[config.mk]
export PLATFORM = sky130hd
export DESIGN_NAME = pd_header_loader
export DESIGN_NICKNAME = d
export VERILOG_FILES = /design/src/rtl/pd_pkg.sv /design/src/rtl/pd_nonce_incr.sv /design/src/rtl/pd_header_loader.sv
export SDC_FILE = /design/constraint.sdc
export NUM_CORES = 1
export LEC_CHECK = 0
export ABC_AREA = 1
export CAP_MARGIN = 20
export CORE_AREA = 2 2 270 272
export CTS_CLUSTER_DIAMETER = 80
export DETAILED_ROUTE_END_ITERATION = 10
export DIE_AREA = 0 0 272 274
export GPL_ROUTABILITY_DRIVEN = 0
export SKIP_LAST_GASP = 1
export SLEW_MARGIN = 40
export SYNTH_ARGS = -nofsm -noshare
export SYNTH_HDL_FRONTEND = slang
export SYNTH_SLANG_ARGS = --single-unit
export TNS_END_PERCENT = 1
[constraint.sdc]
create_clock -name clk -period 5.1 [get_ports clk]
set_input_delay 0.51 -clock clk [delete_from_list [all_inputs] [get_ports clk]]
set_output_delay 0.51 -clock clk [all_outputs]
set_load 0.005 [all_outputs]
[src/rtl/pd_pkg.sv]
// pd_pkg: shared types, sizes and byte-swap helper for the proof-of-work datapath
package pd_pkg;
  typedef enum logic [1:0] {IDLE, LOAD, READY} pd_hl_state_t;
  localparam int PD_HEADER_WORDS = 20;
  localparam int PD_CHUNK1_WORDS = 16;
  localparam int PD_NONCE_W = 32;
  function automatic logic [31:0] bswap32(input logic [31:0] x);
    return {x[7:0], x[15:8], x[23:16], x[31:24]};
  endfunction
endpackage

[src/rtl/pd_nonce_incr.sv]
// pd_nonce_incr: increments a byte-swapped (little-endian) nonce word and flags wrap to zero
module pd_nonce_incr
  import pd_pkg::*;
(
  input  logic [PD_NONCE_W-1:0] nonce_in,
  output logic [PD_NONCE_W-1:0] nonce_out,
  output logic                  wrap
);
  logic [PD_NONCE_W-1:0] le;
  // swap to numeric order, add one, swap back
  always_comb begin
    le = bswap32(nonce_in);
    nonce_out = bswap32(le + 1'b1);
    wrap = le == '1;
  end
endmodule

[src/rtl/pd_header_loader.sv]
// pd_header_loader: streams an 80-byte header into chunk registers and sweeps its nonce in place
module pd_header_loader
  import pd_pkg::*;
#(
  parameter int HEADER_WORDS = PD_HEADER_WORDS,
  parameter int CHUNK1_WORDS = PD_CHUNK1_WORDS
) (
  input  logic                                       clk,
  input  logic                                       rst,
  input  logic                                       load_start,
  input  logic [31:0]                                word_in,
  input  logic                                       word_valid,
  output logic                                       word_ready,
  input  logic                                       nonce_inc,
  output logic [32*CHUNK1_WORDS-1:0]                 chunk_1,
  output logic [32*(HEADER_WORDS-CHUNK1_WORDS)-1:0]  chunk_2,
  output logic                                       header_valid,
  output logic [4:0]                                 words_loaded,
  output logic                                       nonce_wrap
);
  localparam int C2_WORDS = HEADER_WORDS - CHUNK1_WORDS;
  pd_hl_state_t state, state_n;
  logic [31:0] c1 [CHUNK1_WORDS];
  logic [31:0] c2 [C2_WORDS];
  logic        xfer, last, wrap_next;
  logic [31:0] nonce_next;
  assign word_ready   = state == LOAD;
  assign header_valid = state == READY;
  assign xfer         = word_ready && word_valid && !load_start;
  assign last         = words_loaded == 5'(HEADER_WORDS - 1);
  pd_nonce_incr u_nonce (
    .nonce_in  (c2[C2_WORDS-1]),
    .nonce_out (nonce_next),
    .wrap      (wrap_next)
  );
  // next state: restart wins, last transfer completes the header
  always_comb state_n = load_start ? LOAD : (xfer && last) ? READY : state;
  // state register
  always_ff @(posedge clk) state <= rst ? IDLE : state_n;
  // chunk words, word counter and wrap pulse
  always_ff @(posedge clk) begin
    if (rst || load_start) begin
      c1           <= '{default: '0};
      c2           <= '{default: '0};
      words_loaded <= '0;
      nonce_wrap   <= 1'b0;
    end else begin
      nonce_wrap <= 1'b0;
      if (xfer) begin
        for (int i = 0; i < CHUNK1_WORDS; i++)
          if (words_loaded == 5'(i)) c1[i] <= word_in;
        for (int i = 0; i < C2_WORDS; i++)
          if (words_loaded == 5'(CHUNK1_WORDS + i)) c2[i] <= word_in;
        words_loaded <= words_loaded + 5'd1;
      end else if (header_valid && nonce_inc) begin
        c2[C2_WORDS-1] <= nonce_next;
        nonce_wrap     <= wrap_next;
      end
    end
  end
  for (genvar i = 0; i < CHUNK1_WORDS; i++) begin : g_c1
    assign chunk_1[32*(CHUNK1_WORDS-i)-1 -: 32] = c1[i];
  end
  for (genvar i = 0; i < C2_WORDS; i++) begin : g_c2
    assign chunk_2[32*(C2_WORDS-i)-1 -: 32] = c2[i];
  end
endmodule

Word level (Yosys, flattened, before mapping)
Index checks and enable logic that the tools add are counted.
{"block": "totals", "elab_cells": 86, "input_bits": 37, "register_bits": 648, "output_inout_bits": 648}
{"block": "op_classes", "reduce_logical": 31, "muxes": 5, "bitwise": 1, "eq_ne": 23, "n_addsub": 2}
{"op": "32-bit two-way mux", "n": 3}
{"op": "5-bit by 4-bit == test with 1-bit output, second input constant", "n": 8}
{"op": "2-bit AND reduction", "n": 20}
{"op": "32-bit by 1-bit adder with 32-bit output, second input constant", "n": 1}
{"op": "32-bit == test, second input constant", "n": 1}
{"op": "5-bit by 3-bit == test with 1-bit output, second input constant", "n": 4}
{"op": "5-bit == test, second input constant", "n": 4}
{"op": "5-bit by 2-bit == test with 1-bit output, second input constant", "n": 2}
{"op": "5-bit by 1-bit adder with 5-bit output, second input constant", "n": 1}
{"op": "5-bit by 1-bit == test with 1-bit output, second input constant", "n": 1}
{"op": "5-bit logical NOT", "n": 1}
{"op": "1-bit logical AND", "n": 4}
{"op": "2-bit nonzero test", "n": 2}
{"op": "3-bit OR reduction", "n": 1}
{"op": "2-bit by 1-bit == test with 1-bit output, second input constant", "n": 1}
{"op": "2-bit == test, second input constant", "n": 1}
{"op": "1-bit two-way mux", "n": 2}
{"op": "2-bit by 1-bit != test with 1-bit output, second input constant", "n": 1}
{"op": "2-bit OR reduction", "n": 1}
{"op": "1-bit logical NOT", "n": 1}
{"op": "1-bit logical OR", "n": 1}
{"op": "1-bit inverter", "n": 1}

Longest topological paths before layout
Gate-level depths: netlist of run 1.
{"block": "depth", "word_depth": 6, "mapped_depth": 12, "mapped_depth_nobuf": 10}

Hierarchy
Synthesis of run 1 repeated with hierarchy kept, for this count alone.
{"block": "unflattened", "cells_unflattened": 3794, "area_unflattened_um2": 26336.5}
{"mod": "pd_header_loader", "cells_each": 3599, "n_inst": 1, "seq_area_each_um2": 12972.4, "area_each_um2": 25294.3}
{"mod": "pd_nonce_incr", "cells_each": 195, "n_inst": 1, "seq_area_each_um2": 0.0, "area_each_um2": 1042.2}

Least setup slack after synthesis of run 1
OpenSTA, ideal clock, no wires.
{"block": "synth_path", "path_type": "register to register", "start": "register words_loaded[0]", "end": "register c1 (netlist bit chunk_1[10])", "required_time_ps": 5030, "setup_ps": 70, "path_buffers": 2, "period_less_slack_ps": 1656, "path_stages_with_launch": 10, "arrival_ps": 1586, "setup_slack_ps": 3444, "path_cell_list": "dfxtp_1 ha_1 inv_1 nor2_1 ha_1 buf_2 nand2_1 clkbuf_1 nand2_1 a21oi_1"}
{"block": "synth_between", "elab_chain_len": 2}
{"item": "start: declaration", "line_no": "pd_header_loader.sv:18", "rtl": "output logic [4:0] words_loaded,"}
{"item": "start signal: assignment", "line_no": "pd_header_loader.sv:54", "rtl": "words_loaded <= words_loaded + 5'd1;"}
{"item": "5-bit by 4-bit == test with 1-bit output", "line_no": "pd_header_loader.sv:51", "rtl": "if (words_loaded == 5'(i)) c1[i] <= word_in;"}
{"item": "2-bit AND reduction (no line)"}
{"item": "end signal: indexed assignment", "line_no": "pd_header_loader.sv:51"}
{"item": "end: declaration", "line_no": "pd_header_loader.sv:23", "rtl": "logic [31:0] c1 [CHUNK1_WORDS];"}
Every way passes these cells.
A chain may end at the register's enable or synchronous reset.

Worst setup path after layout of run 1
{"block": "layout_path", "start": "register state[0]", "end": "register c1 (netlist bit chunk_1[139])"}
{"block": "layout_between", "elab_chain_len": 4}
{"item": "start: declaration", "line_no": "pd_header_loader.sv:22", "rtl": "pd_hl_state_t state, state_n;"}
{"item": "start signal: assignment", "line_no": "pd_header_loader.sv:39", "rtl": "always_ff @(posedge clk) state <= rst ? IDLE : state_n;"}
{"item": "2-bit by 1-bit == test with 1-bit output", "line_no": "pd_header_loader.sv:27", "rtl": "assign word_ready = state == LOAD;"}
{"item": "1-bit logical AND (2 in series)", "line_no": "pd_header_loader.sv:29", "rtl": "assign xfer = word_ready && word_valid && !load_start;"}
{"item": "2-bit AND reduction (no line)"}
Every way passes these cells.

==> results.cfg, run 1 <==
[timing]
setup_viol = 0
grt_setup_unrepaired = no
finalWorstSetupSlack_ns = 2.081
slew_viol_final = 0
fmax_mhz = 331.3
tightest_slew_ns = 0.9273
fin_tns_setup_ns = 0
period_minus_slack_ns = 3.019
finClkSkew_ns = 0.03028
hold_viol = 0
slew_headroom_pct = 38.18
fin_crit_sh_pct = 59.19

[yosys]
syn_nets = 3135
seq_area_frac_synth_pct = 54.21
async_flop_share_pct = 0
ys_types = 38
yosys-top-cells-count = dfxtp_1, o21ai_0, nor2_1
syn_inst = 3092
syn_area_mm2 = 0.02393
syn_avg_cell_area_um2 = 7.739
synth_edf_count = 0
synth_top_area_share_pct = 54.21
synth.area.top_cells = dfxtp_1, o21ai_0, a21oi_1
yosysWarnings = 0
ys_ff_latch = 648
yosysMostFrequentCell = dfxtp_1
synth_top_cell_by_area = dfxtp_1
synth_ff_type = dfxtp_1

[critical_path]
reg2reg_to = chunk_1[139]
r2r_slack_ns = 2.08
required_ns = 5.61
r2r_cells = 11
criticalPathCategory = flop to flop
cp_max_fo = 60
r2r-start = state[0]
crit_arrival_ns = 3.53
cp-end-kind = flop
start_kind = flop

[drt]
ant_nets = 0
via_count = 22571
wl_um = 103600
wl_per_cell_um = 22.29
viasPerCell = 4.858
drtPass1Iterations = 5
drc = 0
dr.first_iter.drc_count = 2090

[floorplanning]
core-area_mm2 = 0.07197
start_util_pct = 33.25
die_y_um = 274
die_area_mm2 = 0.07453
die_x_um = 272
pin_count = 685
num_rows = 99

[min_path]
hold_path_depth = 3
min_path_type = input pin to flop
min_from = word_in[17]
min_to = chunk_1[17]

[grt]
grt_overflow = 0
antenna_found_initial = 9
grt_use_total_pct = 26.73
grt_pass1_vias = 20473
grt_pass1_wl_um = 147300
grt_max_degree = 94

[clocking]
htreeDepth = 3
clock-sinks = 648
tritoncts = done
ctsResizeCount = 0
path_clk_slew_ns = 0.06
cts_buffers = 73
worstSkewPairLatency_ns = 0.64
cts_root_buf = clkbuf_16
hold_buffers = 0
ctsLongestPathBuffers = 3
post-cts-setup-buffer-count = 0

[run]
cap_violations = 0

[finish]
fill_cells = 7094
syn_to_final_growth_pct = 40.93
nNetsFinal = 3674
ff_latch_area_mm2 = 0.01297
drive_gt1_share_pct = 5.889
multi_input_area_mm2 = 0.008682

[place]
post-dp-hpwl_um = 66170
dp_slack_ns = 1.479
io_buffers = 684

[power_and_ir_drop]
vdd_drop_max_mv = 0.2764
p_leak_nw = 11.80
pwr_density_cell_mw_per_mm2 = 321.9

[outcome]
status = complete, no violations
how the worst max path moves through the flow:
stage | start | cells past startpoint | end | slack (ns)
after floorplan | words_loaded[0] | 9 | chunk_1[10] | 3.44
after global placement | load_start | 9 | chunk_1[412] | 1.54
after detailed placement | load_start | 9 | chunk_1[401] | 1.48
after CTS | words_loaded[0] | 7 | chunk_1[404] | 2.06
after global routing | state[0] | 11 | chunk_1[139] | 1.82
final | state[0] | 11 | chunk_1[139] | 2.08
cells in the final DEF (no fill, tap or decap), types with 45 or more instances in the layout:
| cell type | instances |
|---|---|
| nand3_1 | 66 |
| o21ai_0 | 584 |
| inv_1 | 313 |
| buf_4 | 45 |
| nor2_1 | 496 |
| nand2_1 | 171 |
| clkdlybuf4s50_1 | 665 |
| a21oi_1 | 442 |
| clkbuf_16 | 75 |
| dfxtp_1 | 648 |
sequential cells by signal (all words and copies together), names as in the netlist:
register / cells
state: 2
words_loaded: 5
chunk_1: 512
nonce_wrap: 1
chunk_2: 128
per-stage QoR:
| stage | utilization, % | power, W | std cells | hold slack (ns) | cell area (um^2) |
|---|---|---|---|---|---|
| 3_5_place_dp | 43.48 | 0.005615 | 4515 | 0.4332 | 31290 |
| 6_report | 46.86 | 0.01086 | 4646 | 0.3976 | 33720 |
| 2_1_floorplan | - | 0.005381 | 3092 | 0.4402 | 23930 |
| 3_3_place_gp | 43.33 | 0.005612 | 4511 | 0.4288 | 31180 |
| 4_1_cts | 46.84 | 0.01094 | 4644 | 0.3804 | 33710 |
| 5_1_grt | 46.85 | 0.01118 | 4644 | 0.3969 | 33720 |
cell families (layout without fill, tap and decap cells):
logic type                 after synthesis  count (layout)  share of synthesized area, %
buffers and inverters                  595            1188                         9.725
DFF                                    648             648                         54.21
and+or+nand+nor                        774             774                         13.28
xor gates and xnor gates                 5               5                        0.1830
adders and majority gates                6               6                        0.3137
other                                    0               2                             0
AOI/OAI and AO/OA                     1064            1064                         22.29
critical path: stages, from the launching register on:
cell      delay [ns]
dfxtp_1         0.36
inv_2           0.06
nor2_4          0.11
nand3_4         0.12
clkinv_2        0.17
buf_4           0.55
nand3_1         0.24
nor2_4          0.13
buf_4           0.42
inv_1           0.46
nor2_1          0.20
nor2_1          0.07
metal layers:
| metal | wire length, um | track usage, % | part of all wire (%) | vias up |
|---|---|---|---|---|
| met5 | 0 | 0 | 0 | - |
| met4 | 2133 | 6.608 | 2.1 | 0 |
| met3 | 9326 | 7.636 | 9.0 | 126 |
| met2 | 47190 | 42.98 | 46 | 923 |
| met1 | 44910 | 35.28 | 43 | 10475 |
| li1 | - | - | - | 11047 |
power breakdown:
part / internal (W) / switching [W]
combinational: 0.0000894 / 0.000342
clock: 0.00308 / 0.00227
sequential: 0.00507 / 0.00000453
total: 0.00824 / 0.00262
final cells by class:
type | count | share of cell area, %
Inverter | 331 | 3.688
Clock inverter | 24 | 0.8904
Tap cell | 959 | 3.558
Timing Repair Buffer | 728 | 21.35
Multi-Input combinational cell | 1849 | 25.74
Antenna cell | 2 | 0.01484
Sequential cell | 648 | 38.47
Clock buffer | 105 | 6.285
Power figures use the tool's default switching activity.
==> run 2: changes to the inputs <==
Clock period 5.1 ns to 3.1 ns, I/O delays scaled along.
==> run 2 against run 1 <==
Compared with the run above:
- final area grew 0.29%
- combinational power grew 64%
- global-route usage shrank 0.15 points
- critical path type unchanged
- highest routed layer unchanged
- sequential power grew 64%
==> results.cfg, run 2 (same netlist as run 1, synthesis figures left out) <==
[timing]
fin_tns_setup_ns = 0
slew_viol_final = 0
fmax_mhz = 414.0
tightest_slew_ns = 0.8591
finClkSkew_ns = 0.03550
grt_setup_unrepaired = no
hold_viol = 0
setup_viol = 0
fin_crit_sh_pct = 77.92
period_minus_slack_ns = 2.415
slew_headroom_pct = 42.73

[clocking]
tritoncts = done
hold_buffers = 0
post-cts-setup-buffer-count = 0
htreeDepth = 3
ctsResizeCount = 0
clock-sinks = 648
path_clk_slew_ns = 0.06
cts_buffers = 73
ctsLongestPathBuffers = 3
cts_root_buf = clkbuf_16
worstSkewPairLatency_ns = 0.64

[drt]
wl_per_cell_um = 22.12
dr.first_iter.drc_count = 2092
wl_um = 102900
drtPass1Iterations = 5
viasPerCell = 4.839
ant_nets = 0
drc = 0
via_count = 22517

[critical_path]
cpMaxStageDelayCell = dfxtp_1
r2r-start = words_loaded[0]
critPathBufInv = 2
cp_max_fo = 28
cpPeakStageDelay_ns = 0.45
r2r_slack_ns = 0.68
required_ns = 3.59
crit_arrival_ns = 2.90
cp-end-kind = flop
criticalPathCategory = flop to flop
path_depth = 8
start_kind = flop
r2r_cells = 8
path_delay_family = simple AND/OR/NAND/NOR gates
reg2reg_to = chunk_2[17]
worstPathCellList = ha_1, inv_1, nor2_1, nand3_4, nand2_4, inv_2, a21oi_1, nor3_1

[min_path]
min_to = chunk_1[152]
hold_path_depth = 3
min_from = word_in[24]
min_path_type = input pin to flop

[place]
placed_cells = 4528
io_buffers = 684
post-dp-hpwl_um = 67290
placed_cell_area_mm2 = 0.03142

[floorplanning]
die_area_mm2 = 0.07453
start_util_pct = 33.25
die_y_um = 274
die_x_um = 272
core-area_mm2 = 0.07197
pin_count = 685
num_rows = 99

[finish]
final_area_mm2 = 0.03382
largest_reg_flops = 512
nNetsFinal = 3688
drive_gt1_share_pct = 5.879
fill_cells = 7042
syn_to_final_growth_pct = 41.34
final_common_cell = clkdlybuf4s50_1
final_cell_mix = clkdlybuf4s50_1, dfxtp_1, o21ai_0
final_cell_count_no_fill = 4653

[power_and_ir_drop]
p_leak_nw = 11.83
pwr-share-clk_pct = 49.0
total_power_w = 0.01774
pwr_density_cell_mw_per_mm2 = 524.4
p_int_w = 0.01348
p_seq_share_pct = 47.0
power_frac_comb_pct = 4.0
vdd_drop_max_mv = 0.4408
p_sw_share_pct = 24.01
switching_power_w = 0.004258

[grt]
grt_pass1_vias = 20318
grt_max_degree = 125
grt_use_total_pct = 26.58
grt_pass1_wl_um = 146300
antenna_found_initial = 13
grt_overflow = 0

[run]
cap_violations = 0

[outcome]
status = complete, no violations
==> run 2: how the worst max path moves through the flow <==
stage,from,to
2_1_floorplan,words_loaded[0],chunk_1[10]
3_3_place_gp,load_start,chunk_1[109]
3_5_place_dp,load_start,chunk_1[101]
4_1_cts,words_loaded[0],chunk_2[17]
5_1_grt,words_loaded[0],chunk_2[26]
6_report,words_loaded[0],chunk_2[17]
==> run 2: layout make-up <==
class	count	area (um^2)	share of cell area (%)
timing repair buffer	742	7372	21.80
inverter	331	1244	3.677
clock buffer	99	2077	6.141
multi-input combinational	1849	8657	25.59
clock inverter	22	294.0	0.8693
sequential	648	12970	38.35
tap	959	1200	3.548
antenna	3	7.507	0.02220
==> run 2: worst register-to-register path, cell delays in order (launching register included) <==
cell     delay (ns)
dfxtp_1        0.45
ha_1           0.32
inv_1          0.11
nor2_1         0.26
nand3_4        0.27
nand2_4        0.35
inv_2          0.26
a21oi_1        0.20
nor3_1         0.06
==> run 2: power by group through the flow <==
stage | registers (W) | clock network [W] | logic (W)
2_1_floorplan | 0.00853 | 0 | 0.000325
3_3_place_gp | 0.00853 | 0 | 0.000706
3_5_place_dp | 0.00853 | 0 | 0.000708
4_1_cts | 0.00834 | 0.00882 | 0.000710
5_1_grt | 0.00834 | 0.00918 | 0.000749
6_report | 0.00834 | 0.00869 | 0.000707
==> run 2: per-layer routing <==
layer	share of wire (%)	routed length [um]	track usage, %	vias up
li1	-	-	-	11080
met1	43	43820	34.81	10376
met2	46	47200	42.78	941
met3	9.2	9463	7.304	120
met4	2.4	2442	7.721	0
met5	0	0	0	-
==> run 2: through the flow <==
stage                     setup WS (ns)  hold WS [ns]  utilization, %
after floorplan                   1.444        0.4402               -
after global placement           0.4232        0.4302           43.61
after detailed placement         0.4343        0.4332           43.66
after CTS                        0.6453        0.1812           46.95
after global routing             0.4581        0.2029           46.99
final                            0.6845        0.2171           47.00
